**src/rtl/uart_pkg.sv**
```systemverilog
// -----------------------------------------------------------------------------
// uart_pkg
// Definitions shared by the UART transmitter and receiver: the frame state
// enumeration, parity-type encodings and the default data width.
// -----------------------------------------------------------------------------
package uart_pkg;

    // Default number of data bits per frame.
    localparam int unsigned DATA_W_DEFAULT = 8;

    // PAR_TYP encodings: even parity counts ones including the parity bit.
    localparam logic PAR_EVEN = 1'b0;
    localparam logic PAR_ODD  = 1'b1;

    // Frame phases, in transmission order.
    typedef enum logic [2:0] {
        IDLE,
        START,
        DATA,
        PARITY,
        STOP
    } uart_state_t;

endpackage

```
**src/rtl/uart_tx_bit_timer.sv**
```systemverilog
// -----------------------------------------------------------------------------
// uart_tx_bit_timer
// Bit-period timer for the UART transmitter. edge_cnt runs 0..prescale-1 while
// a frame is active; bit_done strobes on the last clock of every bit period.
// bit_cnt counts completed data bits while count_bit is high.
// A prescale value of 0 gives a bit period of 2**PRESC_W clocks (64 by default).
//
// Ports
//   clk        in   rising-edge clock
//   rst        in   asynchronous active-low reset
//   clear      in   restart both counters at the beginning of a frame
//   run        in   frame in progress, advance edge_cnt
//   count_bit  in   advance bit_cnt when a bit period completes
//   prescale   in   clocks per bit (latched copy owned by the caller)
//   bit_done   out  last clock of the current bit period
//   bit_cnt    out  index of the data bit currently on the line
// -----------------------------------------------------------------------------
module uart_tx_bit_timer #(
    parameter int unsigned PRESC_W = 6,
    parameter int unsigned BIT_W   = 3
) (
    input  logic               clk,
    input  logic               rst,
    input  logic               clear,
    input  logic               run,
    input  logic               count_bit,
    input  logic [PRESC_W-1:0] prescale,
    output logic               bit_done,
    output logic [BIT_W-1:0]   bit_cnt
);

    logic [PRESC_W-1:0] edge_cnt;
    logic [PRESC_W-1:0] edge_last;

    // Subtracting one wraps prescale==0 to all-ones, which yields the
    // 2**PRESC_W-clock period without a separate special case.
    assign edge_last = prescale - PRESC_W'(1);
    assign bit_done  = run && (edge_cnt == edge_last);

    always_ff @(posedge clk or negedge rst) begin
        if (!rst) begin
            edge_cnt <= '0;
            bit_cnt  <= '0;
        end else if (clear) begin
            edge_cnt <= '0;
            bit_cnt  <= '0;
        end else if (run) begin
            if (bit_done) begin
                edge_cnt <= '0;
                if (count_bit) begin
                    bit_cnt <= bit_cnt + BIT_W'(1);
                end
            end else begin
                edge_cnt <= edge_cnt + PRESC_W'(1);
            end
        end
    end

endmodule

```
**src/rtl/uart_tx.sv**
```systemverilog
// -----------------------------------------------------------------------------
// uart_tx
// UART transmitter. Sends one word per frame: start bit (0), data LSB first,
// optional parity bit, one stop bit (1). Every bit lasts `prescale` clocks
// (0 means 64). Word and configuration are latched when a word is accepted,
// so input changes during a frame only affect later frames.
//
// Build option
//   UART_TX_HOLD_BUF_EN  adds a one-entry holding register so a word can be
//                        queued during a frame and sent with no idle gap.
//                        Without it, ready is high only when idle and
//                        consecutive frames are separated by one idle cycle.
//
// Ports
//   clk         in   rising-edge clock
//   rst         in   asynchronous active-low reset
//   P_DATA      in   word to send, captured on accept
//   DATA_VALID  in   word request (accepted when ready is high)
//   ready       out  a word can be accepted this cycle
//   PAR_EN      in   insert a parity bit after the last data bit
//   PAR_TYP     in   0 = even parity, 1 = odd parity
//   prescale    in   clocks per bit, 0 means 64
//   TX_OUT      out  serial line, registered, idles high
//   busy        out  high from the first start-bit clock to the last stop-bit clock
// -----------------------------------------------------------------------------
module uart_tx
    import uart_pkg::*;
#(
    parameter int unsigned DATA_W  = DATA_W_DEFAULT,
    parameter int unsigned PRESC_W = 6
) (
    input  logic               clk,
    input  logic               rst,
    input  logic [DATA_W-1:0]  P_DATA,
    input  logic               DATA_VALID,
    output logic               ready,
    input  logic               PAR_EN,
    input  logic               PAR_TYP,
    input  logic [PRESC_W-1:0] prescale,
    output logic               TX_OUT,
    output logic               busy
);

    localparam int unsigned BIT_W = (DATA_W > 1) ? $clog2(DATA_W) : 1;

    uart_state_t        state;
    uart_state_t        state_nxt;

    // Active frame: shift register (current data bit in bit 0) and config.
    logic [DATA_W-1:0]  data_q;
    logic               par_bit_q;
    logic               par_en_q;
    logic [PRESC_W-1:0] presc_q;

    logic               tx_nxt;
    logic               accept;
    logic               load;
    logic               shift;

    // Source of the next frame (inputs, or the holding register).
    logic [DATA_W-1:0]  src_data;
    logic               src_par_en;
    logic               src_par_typ;
    logic [PRESC_W-1:0] src_presc;

    logic               bit_done;
    logic [BIT_W-1:0]   bit_cnt;

    assign accept = DATA_VALID && ready;

`ifdef UART_TX_HOLD_BUF_EN
    logic [DATA_W-1:0]  buf_data;
    logic               buf_par_en;
    logic               buf_par_typ;
    logic [PRESC_W-1:0] buf_presc;
    logic               buf_valid;
    logic               load_buf;
    logic               store;

    assign ready = !buf_valid;

    // From IDLE with an empty buffer the word starts immediately; any other
    // accept is parked in the holding register. A store in the same cycle
    // as a drain refills the buffer.
    assign store = accept && (state != IDLE);

    always_ff @(posedge clk or negedge rst) begin
        if (!rst) begin
            buf_valid   <= 1'b0;
            buf_data    <= '0;
            buf_par_en  <= 1'b0;
            buf_par_typ <= 1'b0;
            buf_presc   <= '0;
        end else if (store) begin
            buf_valid   <= 1'b1;
            buf_data    <= P_DATA;
            buf_par_en  <= PAR_EN;
            buf_par_typ <= PAR_TYP;
            buf_presc   <= prescale;
        end else if (load_buf) begin
            buf_valid   <= 1'b0;
        end
    end

    always_comb begin
        src_data    = P_DATA;
        src_par_en  = PAR_EN;
        src_par_typ = PAR_TYP;
        src_presc   = prescale;
        if (load_buf) begin
            src_data    = buf_data;
            src_par_en  = buf_par_en;
            src_par_typ = buf_par_typ;
            src_presc   = buf_presc;
        end
    end
`else
    assign ready       = !busy && (state == IDLE);
    assign src_data    = P_DATA;
    assign src_par_en  = PAR_EN;
    assign src_par_typ = PAR_TYP;
    assign src_presc   = prescale;
`endif

    uart_tx_bit_timer #(
        .PRESC_W (PRESC_W),
        .BIT_W   (BIT_W)
    ) u_bit_timer (
        .clk       (clk),
        .rst       (rst),
        .clear     (load),
        .run       (state != IDLE),
        .count_bit (state == DATA),
        .prescale  (presc_q),
        .bit_done  (bit_done),
        .bit_cnt   (bit_cnt)
    );

    // Next state and next line level. TX_OUT is registered, so the level is
    // chosen here on the transition into each bit rather than decoded from
    // the current state.
    always_comb begin
        state_nxt = state;
        tx_nxt    = TX_OUT;
        load      = 1'b0;
        shift     = 1'b0;
`ifdef UART_TX_HOLD_BUF_EN
        load_buf  = 1'b0;
`endif
        case (state)
            IDLE: begin
`ifdef UART_TX_HOLD_BUF_EN
                if (buf_valid) begin
                    load     = 1'b1;
                    load_buf = 1'b1;
                end else if (accept) begin
                    load = 1'b1;
                end
`else
                if (accept) begin
                    load = 1'b1;
                end
`endif
                if (load) begin
                    state_nxt = START;
                    tx_nxt    = 1'b0;
                end
            end
            START: begin
                if (bit_done) begin
                    state_nxt = DATA;
                    tx_nxt    = data_q[0];
                end
            end
            DATA: begin
                if (bit_done) begin
                    if (bit_cnt == BIT_W'(DATA_W - 1)) begin
                        if (par_en_q) begin
                            state_nxt = PARITY;
                            tx_nxt    = par_bit_q;
                        end else begin
                            state_nxt = STOP;
                            tx_nxt    = 1'b1;
                        end
                    end else begin
                        shift  = 1'b1;
                        tx_nxt = data_q[1];
                    end
                end
            end
            PARITY: begin
                if (bit_done) begin
                    state_nxt = STOP;
                    tx_nxt    = 1'b1;
                end
            end
            STOP: begin
                if (bit_done) begin
`ifdef UART_TX_HOLD_BUF_EN
                    if (buf_valid) begin
                        load      = 1'b1;
                        load_buf  = 1'b1;
                        state_nxt = START;
                        tx_nxt    = 1'b0;
                    end else begin
                        state_nxt = IDLE;
                        tx_nxt    = 1'b1;
                    end
`else
                    state_nxt = IDLE;
                    tx_nxt    = 1'b1;
`endif
                end
            end
            default: begin
                state_nxt = IDLE;
                tx_nxt    = 1'b1;
            end
        endcase
    end

    always_ff @(posedge clk or negedge rst) begin
        if (!rst) begin
            state     <= IDLE;
            TX_OUT    <= 1'b1;
            busy      <= 1'b0;
            data_q    <= '0;
            par_bit_q <= 1'b0;
            par_en_q  <= 1'b0;
            presc_q   <= '0;
        end else begin
            state  <= state_nxt;
            TX_OUT <= tx_nxt;
            busy   <= (state_nxt != IDLE);
            if (load) begin
                data_q    <= src_data;
                par_bit_q <= (src_par_typ == PAR_ODD) ? ~(^src_data) : (^src_data);
                par_en_q  <= src_par_en;
                presc_q   <= src_presc;
            end else if (shift) begin
                data_q <= data_q >> 1;
            end
        end
    end

endmodule

```
**config.mk**
```make
export PLATFORM = sky130hd
export DESIGN_NAME = uart_tx
export DESIGN_NICKNAME = d
export VERILOG_FILES = /design/src/rtl/uart_pkg.sv /design/src/rtl/uart_tx_bit_timer.sv /design/src/rtl/uart_tx.sv
export SDC_FILE = /design/constraint.sdc
export NUM_CORES = 1
export LEC_CHECK = 0
export ABC_CLOCK_PERIOD_IN_PS = 4000
export CAP_MARGIN = 20
export CORE_ASPECT_RATIO = 1.5
export CORE_MARGIN = 2
export CORE_UTILIZATION = 45
export CTS_CLUSTER_SIZE = 30
export DETAILED_ROUTE_END_ITERATION = 6
export PLACE_DENSITY = 0.72
export SYNTH_ARGS = -nofsm -noshare
export SYNTH_HDL_FRONTEND = slang
export SYNTH_SLANG_ARGS = --single-unit
```
**constraint.sdc**
```tcl
create_clock -name clk -period 4 [get_ports clk]
set_input_delay 1.2 -clock clk [delete_from_list [all_inputs] [get_ports clk]]
set_output_delay 1.2 -clock clk [all_outputs]
set_load 0.05 [all_outputs]
```
==> run summary, run 1 <==
Vias = 1353
critical path endpoint category = output port
full die area = 4228 sq um
worst hold start = u_bit_timer.bit_cnt[0]
clock skew = 0.008022 ns
Net Sw Frac = 0.3989
drt wl/cell = 13.26 microns
Reg2Reg Launch Point = presc_q[0]
cts hold-fix bufs = 0
reg-to-reg slack, setup = 1.45 ns
pwr dens = 723.9 nW/um^2
CP max stage delay = 0.88 ns
max-slew violations = 0
reg2reg end = TX_OUT
core area = 3615 sq um
initial core utilization = 0.4624
standard-cell rows = 27
Worst IR Drop VDD = 0.0003820 V
vias per std cell = 5.348
CTS resizes = 0
Yosys reg bits = 30
sequential share of power = 0.374
Synth Warn # = 0
clock share of power = 0.202
RSZ-0062 raised after global routing = false
crit path cell chain = nor4_1, clkdlybuf4s50_1
Reg2Reg Depth = 8
worst hold endpoint = u_bit_timer.bit_cnt[0]
CTS root buf = clkbuf_8
layout cell share with drive strength beyond 1 = 0.07143
Net Sw Power = 0.0005852 W
GRT Util Overall = 0.1898
Fin Setup TNS = 0 ns
Seq/Total Area, Yosys = 0.4499
Rel. slew slack = 0.3192
startpoint types = flop
Inserted Diodes = 0
CTS Sinks = 30
Congestion Overflow GR = 0
critical path data required time = 2.80 ns
Cell Area, Synth = 1672 sq um
Leak Pwr = 0.8971 nW
Cells after Synth = 187
NumNets Final = 232
total power = 0.001467 W
Int Pwr = 0.0008820 W
final setup vio count = 0
final wirelength = 3.355 mm
clk_lat worst skew = 0.28 ns
Crit Path Max Fanout = 10
slowest cell on the critical path = clkdlybuf4s50_1
HPWL Detailed = 2.422 mm
Final Hold Viols = 0
DRC viols = 0
H-tree depth = 2
fill count = 326
DR pass1 iterations = 4
initial antenna violation count = 0
Crit Path Class = reg2out
DR iter-0 viols = 20
largest net degree at the start of global routing = 34
Clock transition at path regs = 0.06 ns
Buffers on Ports = 21
CTS buffer count = 5
Die Width = 53.77 microns
Syn Area/Cell = 8.939 sq um
Synth-to-Final Area Change = 21.26%
CTS tree = yes
Die Y = 78.65 microns
vias in the first global route = 1311
Max Cap Violations = 0
Arrival @ worst endpoint = 2.05 ns
synthesized net count = 210
final critical-path required period = 3.254 ns
Tcrit/Tclk final = 0.8136
I/O pin count = 22
Clock Tree Buf Depth = 2
setup bufs post-CTS = 0
ANT nets after route = 0
hold depth = 1
Logic pwr share = 0.424
Fmax = 0.3073 GHz
Distinct cells, synth = 36
Slew @ Worst Pin = 1.019 ns
worst min path class = reg2reg
first-pass GRT wire length = 5.844 mm
gpl congestion = 0.7891
status = completed
worst max path at each step:
stage / start / endpoint / slack, ns / depth (start not counted)
after CTS: state[0] / ready / 0.73 / 2
after detailed placement: state[0] / ready / 1.04 / 2
after global placement: state[0] / ready / 1.06 / 2
final: state[0] / ready / 0.75 / 2
after floorplan: state[0] / ready / 0.61 / 2
after global routing: state[0] / ready / 0.64 / 2
registers in the layout (all words and copies together), names as in the netlist:
signal and flops:
u_bit_timer.edge_cnt 6, par_bit_q 1, busy 1, TX_OUT 1, state 3, data_q 8, par_en_q 1, u_bit_timer.bit_cnt 3
presc_q 6
cells in the final DEF, fill, tap and decap left out, types with 2 or more instances in the layout:
cell type         n
nand2_1          36
dfrtp_1          29
clkdlybuf4s50_1  21
a21oi_1          16
nor2_1           14
o21ai_0          11
xnor2_1          11
mux2i_1          10
inv_1             7
nand3_1           7
nor3_1            5
clkbuf_8          5
ha_1              4
xor2_1            3
nor2b_1           2
or3_1             2
nor4_1            2
clkbuf_1          2
critical path, delay by kind of cell (launching register included):
kind	cells	cell delay, ns
and+or+nand+nor	1	0.43
buffers and inverters	1	0.88
DFF	1	0.47
cell usage after synthesis (all sizes together):
cell	count	area share
mux2i	10	0.060
a311oi	1	0.0052
nand2	37	0.085
xor2	3	0.016
nor3b	1	0.0045
a31oi	2	0.011
or2	1	0.0037
a221o	1	0.0060
nand3b	1	0.0045
o21ai	11	0.033
o311ai	1	0.0052
o22ai	1	0.0037
dfrtp	29	0.43
nor4b	2	0.019
or3	2	0.0075
inv	7	0.016
xnor2	11	0.058
clkbuf	8	0.018
nor3	6	0.021
nand3	8	0.027
and2	1	0.0037
nor2	14	0.031
nor4	2	0.0075
nor2b	2	0.0075
and3b	1	0.0052
a21oi	16	0.048
ha	4	0.030
nand4	1	0.0037
o41ai	1	0.0052
dfstp	1	0.016
o211ai	1	0.0045
through the flow:
| step | setup slack [ns] | util | cell area, sq um | instances | hold WS [ns] |
|---|---|---|---|---|---|
| floorplan | 0.6146 | - | 1672 | 187 | 0.4506 |
| global placement | 1.059 | 0.5292 | 1913 | 244 | 0.4836 |
| detailed placement | 1.039 | 0.5292 | 1913 | 244 | 0.4922 |
| CTS | 0.7326 | 0.5587 | 2019 | 252 | 0.5009 |
| global route | 0.6396 | 0.5607 | 2027 | 253 | 0.5346 |
| finish | 0.7457 | 0.5607 | 2027 | 253 | 0.4910 |
power groups by stage:
| stage | combinational (W) | sequential [W] | clock (W) |
|---|---|---|---|
| floorplan | 0.000476 | 0.000538 | 0 |
| global placement | 0.000603 | 0.000550 | 0 |
| detailed placement | 0.000617 | 0.000556 | 0 |
| CTS | 0.000620 | 0.000551 | 0.000301 |
| global route | 0.000699 | 0.000568 | 0.000314 |
| finish | 0.000622 | 0.000549 | 0.000297 |
per-layer routing:
layer | up-vias | global-route usage | part of all wire
met5 | - | 0 | 0
met4 | 0 | 0.1077 | 0.027
met2 | 15 | 0.2915 | 0.54
met1 | 641 | 0.2360 | 0.41
li1 | 690 | - | -
met3 | 7 | 0.04563 | 0.022
cell type report:
| class | count | area, sq um | share of cell area |
|---|---|---|---|
| clock inverters | 1 | 30.03 | 0.01481 |
| clock buffers | 7 | 76.32 | 0.03765 |
| well taps | 43 | 53.80 | 0.02654 |
| flip-flops and latches | 30 | 752.0 | 0.3710 |
| inverters | 7 | 26.28 | 0.01296 |
| multi-input cells | 142 | 863.3 | 0.4259 |
| repair buffers | 23 | 225.2 | 0.1111 |
kinds of logic (layout without fill, tap and decap cells):
family | after synthesis | in the layout | share of synthesized area
muxes | 10 | 10 | 0.05988
DFF | 30 | 30 | 0.4499
and+or+nand+nor | 79 | 79 | 0.2313
AOI/OAI and AO/OA | 35 | 35 | 0.1220
xor gates and xnor gates | 14 | 14 | 0.07335
buffers and inverters | 15 | 38 | 0.03369
adders and majority gates | 4 | 4 | 0.02994
Note: power is estimated with default switching activity, not from simulation.
==> run 2: changes to the inputs <==
ABC_CLOCK_PERIOD_IN_PS = 2900   (was 4000)
PLACE_DENSITY = 0.75   (was 0.72)
clock period = 2.9 ns   (was 4 ns; I/O delays follow)
==> run summary, run 2 (synthesized netlist as in run 1, its figures left out) <==
initial core utilization = 0.4624 (unchanged)
DRC viols = 0 (unchanged)
Final Hold Viols = 0 (unchanged)
dpl ws = 0.3591 ns (-0.6794 ns)
worst hold start = par_bit_q
Top reg by flops = data_q
CTS buffer count = 5 (unchanged)
HPWL Detailed = 2.298 mm (-5.1%)
flip-flop count of the largest register after layout = 8 (unchanged)
Congestion Overflow GR = 0 (unchanged)
final wirelength = 3.319 mm (-1.1%)
core area = 3615 sq um (unchanged)
GRT Util Overall = 0.1890 (-0.0007986)
RSZ-0062 raised after global routing = false
Layout Utilization = 0.5597 (-0.001039)
Hold WS = 0.4877 ns (-0.003315 ns)
H-tree depth = 2 (unchanged)
post-route setup slack = 0.3948 ns (-0.3509 ns)
worst min path class = reg2reg
first-pass GRT wire length = 5.809 mm (-0.60%)
CTS tree = yes
most frequent cells in the layout = nand2_1, dfrtp_1, clkdlybuf4s50_1
Arrival @ worst endpoint = 1.64 ns (-0.41 ns)
reg-to-reg slack, setup = 0.41 ns (-1.04 ns)
Inserted Diodes = 0 (unchanged)
DR pass1 iterations = 4 (unchanged)
Fmax = 0.3992 GHz
clock skew = 0.01008 ns (+0.002058 ns)
Leak Pwr = 0.9143 nW (+1.9%)
final setup vio count = 0 (unchanged)
Die Width = 53.77 microns (unchanged)
crit path cell chain = clkdlybuf4s50_1
Worst IR Drop VDD = 0.0005040 V (+32%)
drt wl/cell = 13.07 microns (-1.5%)
Buffers on Ports = 21 (unchanged)
cts hold-fix bufs = 0 (unchanged)
WP buf/inv = 1 (unchanged)
post-place instance area = 1942 sq um (+1.5%)
status = completed
most common cell after layout, fill and taps aside = nand2_1
Reg2Reg Depth = 8 (unchanged)
largest net degree at the start of global routing = 31 (-8.8%)
clk_lat worst skew = 0.29 ns (about the same)
DR iter-0 viols = 34 (+70%)
Synth-to-Final Area Change = 21.03%
CP max stage delay = 0.80 ns (-0.08 ns)
CTS Sinks = 30 (unchanged)
Crit Path Class = reg2out
I/O pin count = 22 (unchanged)
vias per std cell = 5.390 (+0.78%)
gpl congestion = 0.7855 (-0.46%)
initial antenna violation count = 0 (unchanged)
Fin Setup TNS = 0 ns (unchanged)
NumNets Final = 234 (+0.86%)
fin area = 2023 sq um (-0.19%)
Die Y = 78.65 microns (unchanged)
Crit path max-delay family = buffers and inverters
vias in the first global route = 1367 (+4.3%)
setup bufs post-CTS = 0 (unchanged)
Tcrit/Tclk final = 0.8639
startpoint types = flop
reg2reg end = TX_OUT
Crit Path Max Fanout = 3 (-7)
layout cell share with drive strength beyond 1 = 0.09005 (+0.01862)
CTS root buf = clkbuf_8
Worst Setup SP = TX_OUT
Max Cap Violations = 0 (unchanged)
ANT nets after route = 0 (unchanged)
critical path data required time = 2.03 ns (-0.77 ns)
Clock transition at path regs = 0.06 ns (about the same)
Vias = 1369 (+1.2%)
slowest cell on the critical path = clkdlybuf4s50_1
pwr dens = 957.5 nW/um^2 (+32%)
Largest regs = data_q: 8 flops, presc_q: 6 flops, u_bit_timer.edge_cnt: 6 flops
Reg2Reg Launch Point = presc_q[0]
Crit. path cell count = 1 (-1)
CP endpoint = TX_OUT
critical path endpoint category = output port
full die area = 4228 sq um (unchanged)
Clock Tree Buf Depth = 2 (unchanged)
Rel. slew slack = 0.6400 (+0.3208)
max-slew violations = 0 (unchanged)
final critical-path required period = 2.505 ns
Slew @ Worst Pin = 0.5400 ns (-0.4788 ns)
standard-cell rows = 27 (unchanged)
==> run 2: changes by cell type in the layout (fill, tap and decap cells not counted), sizes merged <==
cell / before / now
dlymetal6s2s: 0 / 1
bufinv: 1 / 0
clkinv: 0 / 2
buf: 1 / 4
clkdlybuf4s50: 21 / 20
clkbuf: 8 / 5
==> run 2: power breakdown <==
part / internal [W] / total, W / leakage (nW) / switching [W]
registers: 0.000590 / 0.000763 / 0.370 / 0.000173
clock network: 0.000160 / 0.000320 / 0.0438 / 0.000160
logic: 0.000376 / 0.000853 / 0.501 / 0.000478
==> run 2: area by class of cell <==
class	count	area [sq um]
Fill cell	333	1592
Tap cell	43	53.80
Sequential cell	30	752.0
Multi-Input combinational cell	142	869.6
Timing Repair Buffer	25	242.7
Clock inverter	2	10.01
Clock buffer	5	68.82
Inverter	7	26.28
==> run 2: worst min path at each step <==
stage | endpoint | cells after the start
2_1_floorplan | par_bit_q | 2
3_3_place_gp | par_bit_q | 2
3_5_place_dp | par_bit_q | 2
4_1_cts | par_bit_q | 2
5_1_grt | presc_q[5] | 2
6_report | par_bit_q | 2
==> run 2: routing by layer <==
layer | part of all wire | vias to the layer above | GRT usage
met5 | 0 | - | 0
met1 | 0.42 | 649 | 0.2192
met2 | 0.52 | 25 | 0.3110
li1 | - | 690 | -
met4 | 0.021 | 0 | 0.08718
met3 | 0.038 | 5 | 0.05133
==> run 2: repair_timing <==
| item | CTS | global route |
|---|---|---|
| endpoints found under the hold margin | 0 | 0 |
| resized for setup | 0 | 1 |
| setup endpoints to repair | 0 | 1 |
==> run 2: metrics by stage <==
stage | std cells | total power (W)
floorplan | 187 | 0.001405
global placement | 247 | 0.001602
detailed placement | 247 | 0.001625
CTS | 254 | 0.001954
global route | 254 | 0.002093
finish | 254 | 0.001937
